[config.mk]
export PLATFORM = sky130hd
export DESIGN_NAME = delay_aligner
export DESIGN_NICKNAME = d
export VERILOG_FILES = /design/src/rtl/delay_aligner_pkg.sv /design/src/rtl/delay_ring_buf.sv /design/src/rtl/delay_aligner.sv
export SDC_FILE = /design/constraint.sdc
export NUM_CORES = 1
export LEC_CHECK = 0
export ABC_CLOCK_PERIOD_IN_PS = 4530
export BUFFER_PORTS_ARGS = -buffer_cell sky130_fd_sc_hd__buf_2
export CAP_MARGIN = 10
export CORE_UTILIZATION = 45
export CTS_CLUSTER_DIAMETER = 200
export DETAILED_ROUTE_END_ITERATION = 12
export PLACE_DENSITY_LB_ADDON = 0.3
export SYNTH_ARGS = -nofsm -noshare
export SYNTH_HDL_FRONTEND = slang
export SYNTH_SLANG_ARGS = --single-unit
[constraint.sdc]
create_clock -name clk -period 4.53 [get_ports clk]
set_input_delay 0 -clock clk [delete_from_list [all_inputs] [get_ports clk]]
set_output_delay 0 -clock clk [all_outputs]
set_load 0.005 [all_outputs]
[src/rtl/delay_aligner_pkg.sv]
// delay_aligner_pkg: shared state encoding and default sizing for the delay aligner
package delay_aligner_pkg;
  typedef enum logic [1:0] {IDLE, SEARCH, LOCKED} state_t;
  localparam int DA_CNT_W = 4;
  localparam int DA_MAX_DLY = 15;
endpackage

[src/rtl/delay_ring_buf.sv]
// delay_ring_buf: always-writing history of ref_in with a tap j samples behind the write pointer
module delay_ring_buf #(
  parameter int Nbits = 2,
  parameter int CNT_W = 4
) (
  input  logic             clk,
  input  logic             rst,
  input  logic [Nbits:0]   ref_in,
  input  logic [CNT_W-1:0] j,
  output logic [Nbits:0]   tap
);
  logic [Nbits:0] mem [2**CNT_W];
  logic [CNT_W-1:0] wr_ptr;
  always_ff @(posedge clk)
    wr_ptr <= rst ? '0 : wr_ptr + CNT_W'(1);
  always_ff @(posedge clk)
    mem[wr_ptr] <= ref_in;
  always_comb
    tap = (j == '0) ? ref_in : mem[wr_ptr - j];
endmodule

[src/rtl/delay_aligner.sv]
// delay_aligner: measures an external path latency with a marker and re-aligns ref_in to it
module delay_aligner
  import delay_aligner_pkg::*;
#(
  parameter int Nbits = 2,
  parameter int CNT_W = DA_CNT_W,
  parameter int MAX_DLY = DA_MAX_DLY
) (
  input  logic             clk,
  input  logic             rst,
  input  logic             start,
  input  logic [Nbits:0]   ref_in,
  input  logic [Nbits:0]   dly_in,
  output logic [Nbits:0]   ref_out,
  output logic [CNT_W-1:0] latency,
  output logic             locked,
  output logic             timeout,
  output logic             misalign
);
  state_t state, state_nx;
  logic [Nbits:0] marker, marker_nx, ref_out_nx, tap;
  logic [CNT_W-1:0] cnt, cnt_nx, latency_nx, j;
  logic timeout_nx, misalign_nx;
  always_comb
    j = (state == LOCKED ? latency : cnt) - CNT_W'(1);
  delay_ring_buf #(.Nbits(Nbits), .CNT_W(CNT_W)) u_buf (
    .clk(clk),
    .rst(rst),
    .ref_in(ref_in),
    .j(j),
    .tap(tap)
  );
  always_comb begin
    state_nx = state;
    marker_nx = marker;
    cnt_nx = cnt;
    latency_nx = latency;
    timeout_nx = 1'b0;
    if (start) begin
      state_nx = SEARCH;
      marker_nx = ref_in;
      cnt_nx = CNT_W'(1);
    end else if (state == SEARCH) begin
      if (dly_in == marker) begin
        state_nx = LOCKED;
        latency_nx = cnt;
      end else if (cnt == CNT_W'(MAX_DLY)) begin
        state_nx = IDLE;
        timeout_nx = 1'b1;
      end else
        cnt_nx = cnt + CNT_W'(1);
    end
    ref_out_nx = (state_nx == LOCKED) ? tap : '0;
    misalign_nx = !start && state == LOCKED && ref_out != dly_in;
  end
  always_ff @(posedge clk)
    if (rst) begin
      state <= IDLE;
      marker <= '0;
      cnt <= '0;
      latency <= '0;
      ref_out <= '0;
      timeout <= 1'b0;
      misalign <= 1'b0;
    end else begin
      state <= state_nx;
      marker <= marker_nx;
      cnt <= cnt_nx;
      latency <= latency_nx;
      ref_out <= ref_out_nx;
      timeout <= timeout_nx;
      misalign <= misalign_nx;
    end
  assign locked = state == LOCKED;
endmodule

After elaboration in Yosys (flattened, before gate mapping)
Memories as Yosys holds them, arrays and structs flattened. A register that Yosys moved wholly into a read port is not among the register bits. Index checks and enable logic that the tools add are counted.

Add/sub/neg operators: 4. Equal/unequal tests: 8. Muxes and demuxes: 10. Bitwise operators: 5. Reduce and logical (&&, ||, !) cells: 10.

Operator list (number): $reduce_and 3->1 (3); $add 4x1->4 const B (2); $mux 2 (4); $mux 1 (5); $not 1->1 (5); $eq 2x2->1 const B (2); $eq 4x4->1 const B (1); $mux 4 (1); $ne 2x2->1 const B (2); $reduce_or 2->1 (2); $reduce_or 4->1 (1); $sub 4x1->4 const B (1); $sub 4x4->4 (1); $eq 3x3->1 (1); $ne 3x3->1 (1); $eq 2x1->1 const B (1); $logic_and 1x1->1 (2); $reduce_bool 2->1 (1); $logic_not 1->1 (1).

Flip-flop bits (word level): 19. RAM bits: 48. Input bits: 9. Output and inout port bits: 10. Word-level logic and storage cells: 46. Memories kept: 1.

Memories: u_buf.mem (depth 16, bits a word 3, rd ports 1, clocked after Yosys merged registers in 1, write ports 1, RTL line delay_ring_buf.sv:12) `logic [Nbits:0] mem [2**CNT_W];`.

Logic depth before layout (Yosys ltp)
Depth in word-level cells: 8. Mapped depth: 13.

Modules after synthesis
Synthesis repeated with hierarchy kept, for this count alone.

Cell total of the unflattened synthesis: 241. Area total of the unflattened synthesis: 3315.7 µm².

Modules (own cells, without submodules): delay_ring_buf (times used 1, cells an instance 147, area each 2366.0 µm², sequential area each 1521.5 µm²); delay_aligner (times used 1, cells an instance 94, area each 949.7 µm², sequential area each 360.3 µm²).

Worst setup path after synthesis
Ideal clock, no wire load.

Kind: register -> register. Start point: reg state[0]. End point: reg ref_out[0] (read register of u_buf.mem). Library setup time: 126 ps. Data arrival time: 3049 ps. Slack: 1355 ps. Cell stages (with the launch flop): 12. Cells stage by stage: dfxtp_1 > nand2b_1 > buf_6 > mux2i_1 > nand3_1 > nor2b_1 > ha_1 > xnor2_1 > mux4_1 > mux2_2 > o221ai_1 > a21oi_1.

Cells in the longest elaborated chain, start to end: 7.

RTL lines: start: declaration (RTL line delay_aligner.sv:20) `state_t state, state_nx;`; start signal: assignment (RTL line delay_aligner.sv:66) `state <= state_nx;`; parallel branches: the longest is 7 deep, another holds $sub 4x1->4; end: declaration (RTL line delay_aligner.sv:14) `output logic [Nbits:0] ref_out,`.

Parallel ways; which one is timed is not known. A chain may end at the register's enable or synchronous reset.

Worst setup path after layout
Start point: reg state[0]. End point: reg ref_out[1] (read register of u_buf.mem).

The elaborated chain is that of the path after synthesis.

==> reports/qor.yml <==
ant_nets: 0
cts_tree: "yes"
areaGrowthSynthToFinish_pct: 12.4
cts-buffers-inserted: 9
dr.first_iter.drc_count: 116
fin_crit_sh_pct: 77.5
synth-edff-count: 48
dieArea_mm2: 0.00742
chipWidth_um: 86.1
synth_seq_cells: 70
grt-ovfl-total: 0
period_needed_ns: 3.51
dr.pass1.iters: 4
worst_pin_slew_ns: 0.667
grt_start_max_net_pins: 19
start_kind: "flop"
antenna_cells: 0
ir_drop_v: 0.000230
hp-class: "in2reg"
syn-instance-count: 243
fin_util_pct: 52.4
h-tree-depth: 3
finalPower_mw: 1.53
path_max_fanout: 14
powerDensity_mw_per_mm2: 428
finalMaxSlewViolations: 0
whs_ns: 0.0335
yosysSeqAreaShare_pct: 59.1
row_count: 30
wire_per_inst_um: 17.0
grt_antenna_before_repair: 0
clockBufferDepth: 2
async_reset_ff_share_pct: 0
p_leak_nw: 1.32
ioPinCount: 19
outcome: "completed"
drcViolationCount: 0
required_ns: 4.75
rr_worst_depth: 11
cts_setup_buffers: 0
port_buffers: 18
yosys_warnings: 0
maxCapViolations: 0
critPathArrivalTime_ns: 3.73
dp_cells: 349
synth.most_common_cell: "edfxtp_1"
routabilityCongestion: 0.804
syn-num-nets: 261
synth_ff_type: "edfxtp_1"
yosys.cell_types.count: 38
end_kind: "flop"
max_freq_mhz: 285
grt_pass1_wl_um: 9910
netlist.top_cell.by_area: "edfxtp_1"
fin_skew_ns: 0.00634
fp.dieH_um: 86.1
grt_pass1_vias: 1896
final-setup-viol-count: 0
synth.area.top_cells: "edfxtp_1 45%, dfxtp_1 14%, mux2i_1 4.1%"
ctsRootBufferMaster: "clkbuf_8"
layout.nets: 283
maxSlewHeadroom_pct: 55.5
netlist_area_mm2: 0.00318
final_hold_viol_count: 0
synth_top_area_share_pct: 45.3
clk_latency_ns: 0.34
postRouteWirelength_um: 6230
cts.reportedPaths.clkPinSlew_ns: 0.07
vias: 1924
worstHoldPathCells: 3
final_cells: 366
syn_area_per_cell_um2: 13.1
ys_top_cells_by_count: "48 x edfxtp_1, 23 x nand2_1, 22 x dfxtp_1, 15 x a21oi_1, 14 x nor2_1"
core-area_mm2: 0.00683
crit_type: "reg2reg"
setup_tns_ns: 0
layout-drive-gt1-share_pct: 17.0
grt_usage_pct: 18.6
cts_num_sinks: 70
start_util_pct: 46.6
dp_hpwl_um: 4330
rsz0062_at_grt: "false"
detail_route.vias_per_cell: 5.26
[cells by family (layout without fill, tap and decap cells)]
kind of cell,Yosys count,after routing,synth area share (%)
XOR/XNOR,17,17,5.50
flip-flops,70,70,59.1
adder cells (fa/ha/maj),9,9,3.77
multiplexers,24,24,11.5
buffers and inverters,13,40,1.93
AO/OA/AOI/OAI,26,26,4.44
AND/OR/NAND/NOR,84,84,13.8
[state kept, by name, summed over array words and instances (netlist names)]
| signal | cells |
|---|---|
| latency | 4 |
| misalign | 1 |
| u_buf.mem | 48 |
| marker | 3 |
| u_buf.wr_ptr | 4 |
| ref_out | 3 |
| state | 2 |
| cnt | 4 |
| timeout | 1 |
[placed cells by master (no fill, tap or decap), types with 10 or more instances in the layout]
master and count:
nand3_1 10, nand2_1 23, xnor2_1 11, nor2_1 14
a21oi_1 15, and2_1 12, edfxtp_1 48, mux2i_1 13
buf_2 18, dfxtp_1 22
[final timing paths]
path / start / endpoint / slack [ns]
setup reg to reg: state[0] / ref_out[1] / 1.02
setup / recovery: state[0] / ref_out[1] / 1.02
hold reg to reg: latency[1] / latency[1] / 0.50
hold / removal: dly_in[0] / misalign / 0.03
[worst max-delay path: stages (launching register included)]
cell      delay, ns
dfxtp_1        0.38
nand2b_1       0.38
mux2i_1        0.37
nand3_1        0.20
nor2b_1        0.18
ha_1           0.41
xnor2_1        0.15
buf_4          0.24
mux4_1         0.59
mux2_2         0.28
o221ai_1       0.16
a21oi_1        0.06
[per-stage QoR]
step	instance area, um2	setup slack (ns)
global placement	3360	1.17
floorplan	3180	1.35
detailed placement	3360	1.03
global route	3580	0.820
CTS	3580	1.02
finish	3580	1.02
[power breakdown]
part | leakage (nW) | switching [mW] | total, mW | internal [mW]
sequential | 0.615 | 0.0130 | 0.712 | 0.699
clock | 0.103 | 0.229 | 0.535 | 0.306
combinational | 0.607 | 0.160 | 0.286 | 0.126
[metal layers]
layer / GRT usage (%) / vias to the layer above / share of wire (%)
li1: - / 934 / -
met1: 23.8 / 945 / 45
met2: 30.8 / 35 / 50
met3: 3.66 / 10 / 3.4
met4: 8.18 / 0 / 1.9
met5: 0 / - / 0
[what timing repair did]
item	4_1_cts	5_1_grt
resized for setup	0	0
hold endpoints to repair	1	0
hold buffers	1	0
[area by class of cell]
class                           count  area, um2
Clock buffer                        9        124
Clock inverter                      7       88.8
Fill cell                         617       3250
Inverter                            4       15.0
Multi-Input combinational cell    160       1240
Sequential cell                    70       1880
Tap cell                           96        120
Timing Repair Buffer               20        108
(Power assumes the default switching activity.)
